--- config.mk ---
export PLATFORM = sky130hd
export DESIGN_NAME = permutation_sequencer
export DESIGN_NICKNAME = d
export VERILOG_FILES = /design/src/rtl/ascon_pack.sv /design/src/rtl/ascon_layers.sv /design/src/rtl/permutation_sequencer_round_counter.sv /design/src/rtl/permutation_sequencer.sv
export SDC_FILE = /design/constraint.sdc
export NUM_CORES = 2
export LEC_CHECK = 0
export CORE_MARGIN = 2
export CORE_UTILIZATION = 34
export DETAILED_ROUTE_END_ITERATION = 8
export PLACE_DENSITY = 0.67
export SLEW_MARGIN = 40
export SYNTH_ARGS = -nofsm -noshare
export SYNTH_HDL_FRONTEND = slang
export SYNTH_SLANG_ARGS = --single-unit
--- constraint.sdc ---
create_clock -name clock_i -period 4.65 [get_ports clock_i]
set_input_delay 1.395 -clock clock_i [delete_from_list [all_inputs] [get_ports clock_i]]
set_output_delay 1.395 -clock clock_i [all_outputs]
set_load 0.01 [all_outputs]
--- src/rtl/ascon_pack.sv ---
// Shared types and constants for the ASCON permutation datapath and its sequencer.
// State is five 64-bit words; element [0] is x0, element [4] is x4.
package ascon_pack;

    typedef logic [4:0][63:0] type_state;

    localparam int ROUNDS_A = 12;
    localparam int ROUNDS_B = 6;
    localparam logic [3:0] LAST_ROUND    = 4'(ROUNDS_A - 1);
    localparam logic [3:0] FIRST_ROUND_B = 4'(ROUNDS_A - ROUNDS_B);

    typedef enum logic [1:0] {
        PERM_IDLE = 2'd0,
        PERM_RUN  = 2'd1,
        PERM_DONE = 2'd2
    } type_perm_fsm;

    // RC[i] = F0 - i*0F, giving F0, E1, D2 ... 4B
    function automatic logic [7:0] round_constant(input logic [3:0] round);
        return 8'hF0 - 8'({4'd0, round} * 8'h0F);
    endfunction

    function automatic logic [63:0] rotr(input logic [63:0] x, input int n);
        return (x >> n) | (x << (64 - n));
    endfunction

endpackage

--- src/rtl/ascon_layers.sv ---
// ASCON round layers: constant addition, 5-bit S-box layer, linear diffusion layer.
// Purely combinational; no latency, no flow control.
// Chained by the sequencer as pL(pS(pC(x))).
module constant_addition
    import ascon_pack::*;
(
    input  type_state  state_i,
    input  logic [3:0] round_i,
    output type_state  state_o
);
    always_comb begin
        state_o          = state_i;
        state_o[2][7:0]  = state_i[2][7:0] ^ round_constant(round_i);
    end
endmodule

module substitution_layer
    import ascon_pack::*;
(
    input  type_state state_i,
    output type_state state_o
);
    type_state x;
    type_state t;

    // Bit-sliced S-box: all 64 columns evaluated in parallel
    always_comb begin
        x    = state_i;
        x[0] = x[0] ^ x[4];
        x[4] = x[4] ^ x[3];
        x[2] = x[2] ^ x[1];
        t[0] = ~x[0] & x[1];
        t[1] = ~x[1] & x[2];
        t[2] = ~x[2] & x[3];
        t[3] = ~x[3] & x[4];
        t[4] = ~x[4] & x[0];
        x[0] = x[0] ^ t[1];
        x[1] = x[1] ^ t[2];
        x[2] = x[2] ^ t[3];
        x[3] = x[3] ^ t[4];
        x[4] = x[4] ^ t[0];
        x[1] = x[1] ^ x[0];
        x[0] = x[0] ^ x[4];
        x[3] = x[3] ^ x[2];
        x[2] = ~x[2];
        state_o = x;
    end
endmodule

module diffusion_layer
    import ascon_pack::*;
(
    input  type_state state_i,
    output type_state state_o
);
    assign state_o[0] = state_i[0] ^ rotr(state_i[0], 19) ^ rotr(state_i[0], 28);
    assign state_o[1] = state_i[1] ^ rotr(state_i[1], 61) ^ rotr(state_i[1], 39);
    assign state_o[2] = state_i[2] ^ rotr(state_i[2],  1) ^ rotr(state_i[2],  6);
    assign state_o[3] = state_i[3] ^ rotr(state_i[3], 10) ^ rotr(state_i[3], 17);
    assign state_o[4] = state_i[4] ^ rotr(state_i[4],  7) ^ rotr(state_i[4], 41);
endmodule

--- src/rtl/permutation_sequencer_round_counter.sv ---
// Round index for the permutation: loads 0 (p^a) or 6 (p^b), steps while enabled.
// One-cycle register latency; holds at the last round instead of wrapping.
// No flow control; the sequencer gates load and enable.
module round_counter
    import ascon_pack::*;
(
    input  logic       clock_i,
    input  logic       resetb_i,
    input  logic       load_i,
    input  logic       mode_i,
    input  logic       en_i,
    output logic [3:0] round_o,
    output logic       last_o
);
    assign last_o = (round_o == LAST_ROUND);

    always_ff @(posedge clock_i or negedge resetb_i) begin
        if (!resetb_i) begin
            round_o <= 4'd0;
        end else if (load_i) begin
            round_o <= mode_i ? FIRST_ROUND_B : 4'd0;
        end else if (en_i && !last_o) begin
            round_o <= round_o + 4'd1;
        end
    end
endmodule

--- src/rtl/permutation_sequencer.sv ---
// Iterates one ASCON round per clock over a 320-bit state register for p^a or p^b.
// Latency start->done: 13 cycles (p^a), 7 cycles (p^b); back-to-back starts with no gap.
// start_i is honoured only in IDLE or DONE; it is ignored while busy_o is high.
module permutation_sequencer
    import ascon_pack::*;
(
    input  logic       clock_i,
    input  logic       resetb_i,
    input  logic       start_i,
    input  logic       mode_i,
    input  type_state  state_i,
    output type_state  state_o,
    output logic [3:0] round_o,
    output logic       busy_o,
    output logic       done_o
);
    type_perm_fsm fsm_q;
    type_perm_fsm fsm_d;
    logic         accept;
    logic         last_round;
    type_state    ca_dat;
    type_state    sl_dat;
    type_state    dl_dat;
    type_state    state_q;

    assign accept = start_i && (fsm_q != PERM_RUN);

    always_comb begin
        fsm_d = fsm_q;
        unique case (fsm_q)
            PERM_IDLE: fsm_d = accept ? PERM_RUN : PERM_IDLE;
            PERM_RUN:  fsm_d = last_round ? PERM_DONE : PERM_RUN;
            PERM_DONE: fsm_d = accept ? PERM_RUN : PERM_IDLE;
            default:   fsm_d = PERM_IDLE;
        endcase
    end

    always_ff @(posedge clock_i or negedge resetb_i) begin
        if (!resetb_i) begin
            fsm_q <= PERM_IDLE;
        end else begin
            fsm_q <= fsm_d;
        end
    end

    round_counter u_round_counter (
        .clock_i  (clock_i),
        .resetb_i (resetb_i),
        .load_i   (accept),
        .mode_i   (mode_i),
        .en_i     (fsm_q == PERM_RUN),
        .round_o  (round_o),
        .last_o   (last_round)
    );

    constant_addition u_constant_addition (
        .state_i (state_q),
        .round_i (round_o),
        .state_o (ca_dat)
    );

    substitution_layer u_substitution_layer (
        .state_i (ca_dat),
        .state_o (sl_dat)
    );

    diffusion_layer u_diffusion_layer (
        .state_i (sl_dat),
        .state_o (dl_dat)
    );

    // Register only changes on a load or a round; IDLE and DONE hold the result
    always_ff @(posedge clock_i or negedge resetb_i) begin
        if (!resetb_i) begin
            state_q <= '0;
        end else if (accept) begin
            state_q <= state_i;
        end else if (fsm_q == PERM_RUN) begin
            state_q <= dl_dat;
        end
    end

    assign state_o = state_q;
    assign busy_o  = (fsm_q == PERM_RUN);
    assign done_o  = (fsm_q == PERM_DONE);
endmodule

# Yosys cells after proc, flatten, opt, wreduce, memory -nomap -nowiden
# Cells that the tools add are included.
# Widths: inputs -> output; s select.
classes:
  n_mul: 1
  n_eq_ne: 4
  n_addsub: 2
  n_bitwise: 43
  n_reduce_logical: 7
  muxes: 8
op_table:
  columns: ["op", "count"]
  rows:
  - ["$xor 64x64->64", 21]
  - ["$mux 320", 2]
  - ["$not 64->64", 6]
  - ["$and 64x64->64", 5]
  - ["$or 23x64->64", 1]
  - ["$or 25x64->64", 1]
  - ["$or 3x64->64", 1]
  - ["$or 36x64->64", 1]
  - ["$or 45x64->64", 1]
  - ["$or 47x64->64", 1]
  - ["$or 54x64->64", 1]
  - ["$or 57x64->64", 1]
  - ["$or 58x64->64", 1]
  - ["$or 63x64->64", 1]
  - ["$mul 4x4->8 const B", 1]
  - ["$mux 4", 2]
  - ["$sub 8x8->8 const A", 1]
  - ["$xor 8x8->8", 1]
  - ["$add 4x1->4 const B", 1]
  - ["$eq 4x4->1 const B", 1]
  - ["$pmux 2 s2", 1]
  - ["$reduce_bool 2->1", 2]
  - ["$mux 3", 1]
  - ["$eq 2x1->1 const B", 1]
  - ["8 further kinds", 9]
totals:
  word_cells: 72
  register_bits: 326
  input_bits: 324
  out_inout_bits: 326

# Depth between registers and ports, before layout
logic_depth:
  ltp_word: 13
  mapped_depth: 18
  ltp_nobuf: 17

# Cells and area by module
# A second synthesis with hierarchy kept.
hier_totals:
  hier_cells: 2955
  hier_area_um2: 37220.7
by_module_without_submodules:
  columns: ["mod", "cells_per_inst", "area_each_um2", "n_inst", "seq_area_each_um2"]
  rows:
  - ["permutation_sequencer", 1041, 17961.0, 1, 8057.7]
  - ["substitution_layer", 1192, 8438.1, 1, 0.0]
  - ["diffusion_layer", 320, 7697.4, 1, 0.0]
  - ["constant_addition", 380, 2911.5, 1, 0.0]
  - ["round_counter", 22, 212.7, 1, 100.1]

# Least setup slack after synthesis
# No wires, ideal clock.
synth_timing:
  path_type: "reg2reg"
  start: "reg u_round_counter.round_o[0]"
  end: "reg state_q, in the netlist state_o[252]"
  synth_period_minus_slack_ns: 4.036
  slack_ns: 0.614
  arrival_time_ns: 3.899
  required_time_ns: 4.513
  path_buffers: 1
  setup_ns: 0.137
  stages_incl_launch_ff: 18
  path_cell_list: "dfrtp_1 -> buf_6 -> inv_1 -> fa_1 -> inv_1 -> ha_1 -> inv_1 -> ha_1 -> fa_1 -> a21o_1 -> a21oi_1 -> xnor2_1 -> ha_1 -> xnor2_1 -> xnor2_1 -> xnor2_1 -> xnor2_1 -> a21oi_1"
synth_between:
  elab_chain_len: 11
synth_rtl:
  columns: ["item", "line_no", "text"]
  rows:
  - ["from (decl)", "permutation_sequencer_round_counter.sv:12", "output logic [3:0] round_o,"]
  - ["from (signal assigned)", "permutation_sequencer_round_counter.sv:21", "round_o <= mode_i ? FIRST_ROUND_B : 4'd0;"]
  - ["from (signal assigned)", "permutation_sequencer_round_counter.sv:23", "round_o <= round_o + 4'd1;"]
  - ["$mul 4x4->8", "ascon_pack.sv:20", "return 8'hF0 - 8'({4'd0, round} * 8'h0F);"]
  - ["$sub 8x8->8", "ascon_pack.sv:20", null]
  - ["$xor 8x8->8", "ascon_layers.sv:13", "state_o[2][7:0] = state_i[2][7:0] ^ round_constant(round_i);"]
  - ["$xor 64x64->64", "ascon_layers.sv:31", "x[2] = x[2] ^ x[1];"]
  - ["$xor 64x64->64", "ascon_layers.sv:39", "x[2] = x[2] ^ t[3];"]
  - ["$xor 64x64->64", "ascon_layers.sv:44", "x[3] = x[3] ^ x[2];"]
  - ["$or 54x64->64", "ascon_pack.sv:24", "return (x >> n) | (x << (64 - n));"]
  - ["$xor 64x64->64 (2 in series)", "ascon_layers.sv:59", "assign state_o[3] = state_i[3] ^ rotr(state_i[3], 10) ^ rotr(state_i[3], 17);"]
  - ["$mux 320", "permutation_sequencer.sv:78", "end else if (fsm_q == PERM_RUN) begin"]
  - ["$mux 320", "permutation_sequencer.sv:76", "end else if (accept) begin"]
  - ["to (signal assigned)", "permutation_sequencer.sv:77", "state_q <= state_i;"]
  - ["to (signal assigned)", "permutation_sequencer.sv:79", "state_q <= dl_dat;"]
  - ["to (decl)", "permutation_sequencer.sv:24", "type_state state_q;"]
# No other way between the ends. The select of a mux whose other input is x is not followed.
# A chain may end at the register's enable or synchronous reset.

# Worst setup path in the final report
layout_timing:
  start: "reg u_round_counter.round_o[1]"
  end: "reg state_q, in the netlist state_o[199]"
layout_between:
  elab_chain_len: 10
layout_rtl:
  columns: ["item", "line_no"]
  rows:
  - ["$mul 4x4->8", "ascon_pack.sv:20"]
  - ["$sub 8x8->8", "ascon_pack.sv:20"]
  - ["$xor 8x8->8", "ascon_layers.sv:13"]
  - ["$xor 64x64->64", "ascon_layers.sv:31"]
  - ["$xor 64x64->64", "ascon_layers.sv:39"]
  - ["$xor 64x64->64", "ascon_layers.sv:44"]
  - ["$xor 64x64->64 (2 in series)", "ascon_layers.sv:59"]
  - ["$mux 320", "permutation_sequencer.sv:78"]
  - ["$mux 320", "permutation_sequencer.sv:76"]
# No other way between the ends. The select of a mux whose other input is x is not followed.

==> results by group <==
STA
  – Period utilization: 93.59%
  – Setup skew after layout: 0.03972 ns
  – FMAX: 0.2298 GHz
  – Tmin final: 4.352 ns
  – RSZ-0062 raised after global routing: false
  – Max-slew violation count: 0
  – Setup TNS: 0 ns
  – Relative slew slack: 31.35%
  – Hold violation count in the final report: 0
  – Least-Margin Pin Slew: 1.022 ns
  – Final setup fails: 0

Yosys
  – Syn Nets: 3828
  – Yosys warns: 0
  – Seq cells post-synth: 326
  – Synth area leaders: dfrtp_1 28%, xnor2_1 25%, xor2_1 8.9%
  – Distinct cells, synth: 35
  – Top cell type's share of synthesized area: 27.54%
  – Mapped cell area: 29620 um2
  – Leading area contributor after synthesis: dfrtp_1
  – Avg Inst Size Synth: 8.834 um2
  – Post-synthesis sequential area ratio: 27.54%
  – Cells after synthesis: 3353

Critical path
  – R2R Setup Slk: 0.30 ns
  – Cell Chain, Critical Path: inv_1 -> fa_1 -> inv_1 -> fa_1 -> ha_1 -> inv_1 -> ha_1 -> and2_1 -> a221oi_1 -> a211o_1 -> nand2_1 -> ha_1 -> xnor2_1 -> xnor2_1 -> xnor2_1 -> a21oi_1
  – Slowest CP cell: dfrtp_1
  – R2R Path Start: u_round_counter.round_o[1]$_DFFE_PN0P_
  – Worst Reg-to-Reg Cells: 16
  – Critical path depth: 16
  – CP delay by family, top: adder cells
  – Crit Path Category: reg -> reg
  – Largest fanout on the critical path: 6
  – WP data arrival: 4.80 ns
  – Crit path capture: state_o[199]$_DFFE_PN0P_
  – RR Endpoint: state_o[199]$_DFFE_PN0P_
  – Critical path required time: 5.10 ns
  – Worst Setup Start Kind: flip-flop
  – Worst Setup End Kind: flip-flop
  – CP bufs+invs: 3
  – CP max stage delay: 0.47 ns
  – CP startpoint: u_round_counter.round_o[1]$_DFFE_PN0P_

Placement
  – Port-buffer cells: 649
  – Final HPWL DP: 132700 um
  – Gpl congestion: 1.082

Floorplanning
  – Row Count: 108
  – Initial Utilization: 34.25%
  – Die width: 299.2 um
  – Die Y: 299.2 um
  – Die area: 89490 um2
  – Core Area: 86480 um2
  – IO Pins: 650

Clocking
  – CTS resizes: 0
  – Clock Tree Buf Depth: 3
  – Post CTS Setup Buffer Count: 0
  – Clock sinks: 326
  – CTS tree: yes
  – CTS Root Cell: clkbuf_16
  – Clk Latency, worst-skew pair: 0.62 ns
  – Max H-tree Level: 2
  – Total CTS buffers: 43
  – Clock-pin slew on the worst setup and hold paths: 0.06 ns
  – # hold bufs at CTS: 0

GRT
  – Largest net degree at the start of global routing: 172
  – Global-route wire length before repair: 216700 um
  – Overflow left after global routing: 0
  – GRT Total Usage: 34.52%
  – Number of antenna violations at the first check in global routing: 6
  – Number of global-route vias before repair: 27448

Min path
  – Type of the most critical hold path: reg -> reg

Cells and area
  – Fraction of layout cells with a size suffix above 1: 7.326%
  – Area grow syn2layout: 35.97%
  – Final nets: 4468

Drt
  – Final WL: 160100 um
  – Iter 0 DRT Violations: 3020
  – Final ANT Viol Nets: 0
  – Wire per inst: 30.88 um
  – Routed vias: 28415
  – Drt pass-1 iters: 6
  – Via density: 5.482
  – Post-route DRC: 0

Run
  – Max-Cap Viols: 0

Status
  – Status: finished clean
registers in the layout (all words and copies together), names as in the netlist:
register / count
fsm_q: 2
state_o: 320
u_round_counter.round_o: 4
worst register-to-register path, delay by kind of cell (launching register included):
family          cells  cell delay, ns
flops               1            0.47
simple gates        2            0.24
fa+ha+maj           5            1.55
compound gates      3            0.66
buf+inv             3            0.26
xor+xnor            3            1.02
worst min-delay path by stage:
| stage | start | end | depth (start not counted) |
|---|---|---|---|
| after detailed placement | fsm_q[0]$_DFF_PN0_ | fsm_q[0]$_DFF_PN0_ | 1 |
| after floorplan | fsm_q[0]$_DFF_PN0_ | fsm_q[0]$_DFF_PN0_ | 1 |
| final | fsm_q[0]$_DFF_PN0_ | fsm_q[0]$_DFF_PN0_ | 1 |
| after global routing | fsm_q[0]$_DFF_PN0_ | fsm_q[0]$_DFF_PN0_ | 1 |
| after CTS | fsm_q[0]$_DFF_PN0_ | fsm_q[0]$_DFF_PN0_ | 1 |
| after global placement | fsm_q[0]$_DFF_PN0_ | fsm_q[0]$_DFF_PN0_ | 1 |
cell usage after synthesis (all sizes together):
library cell  count
nand2b            1
nor2            192
a211o             1
ha              148
inv             144
clkinv            1
o21a              1
nand3             5
xnor3            10
buf              20
mux2i            81
o211a           126
or2               2
and2              1
a221oi            1
a211oi          128
nor3              2
a31oi             2
nand4             2
o21ai           162
o211ai            1
nand2           312
dfrtp           326
xnor2           852
xor2            301
nor2b           130
clkbuf          117
a21o              4
xor3              1
a21oi           276
fa                3
through the flow:
stage	cell area (um2)	setup slack, ns	hold WS, ns	util [%]	instances
2_1_floorplan	29620	0.6140	0.4586	-	3353
3_3_place_gp	37770	0.2649	0.5388	43.67	5101
3_5_place_dp	38590	0.2159	0.5743	44.62	5103
4_1_cts	40100	0.1900	0.5804	46.37	5182
5_1_grt	40270	0.01634	0.6011	46.56	5182
6_report	40270	0.2983	0.5684	46.57	5183
layer usage:
metal	vias up	wire, um	global-route usage (%)	share of wire, %
li1	12399	-	-	-
met1	14038	61750	43.46	39
met2	1599	72610	54.83	45
met3	373	15300	7.661	9.6
met4	6	10370	19.10	6.5
met5	-	41	0	0.026
area by class of cell:
cell class	instances	area (um2)
diodes	1	2.502
clock buffers	57	1250
clock inverters	22	262.8
fillers	8501	46210
inverters	145	551.8
multi-input cells	2745	21310
flip-flops and latches	326	8158
well taps	1155	1445
repair buffers	732	7293
placed cells by master (no fill, tap or decap), drive strengths merged, types with 10 or more instances in the layout:
cell type and instances:
nor2b 130, xnor3 10, nor2 192, a211oi 128, mux2i 81, a21oi 276, clkbuf 57, inv 146
o211a 126, nand2 312, dfrtp 326, ha 148, clkinv 11, xnor2 852, clkdlybuf4s50 647, xor2 301
o21ai 162, buf 85
logic make-up (layout without fill, tap and decap cells):
family	count (synthesis)	after routing	share of synthesized area (%)
other	0	1	0
buffers and inverters	282	956	3.667
xor gates and xnor gates	1164	1164	35.07
adders and majority gates	151	151	6.455
muxes	81	81	2.737
and+or+nand+nor	647	647	9.378
AOI/OAI and AO/OA	702	702	15.16
DFF	326	326	27.54
Power is not shown: default switching activity piles up to over one toggle a cycle in this logic, so the estimate is an artifact.
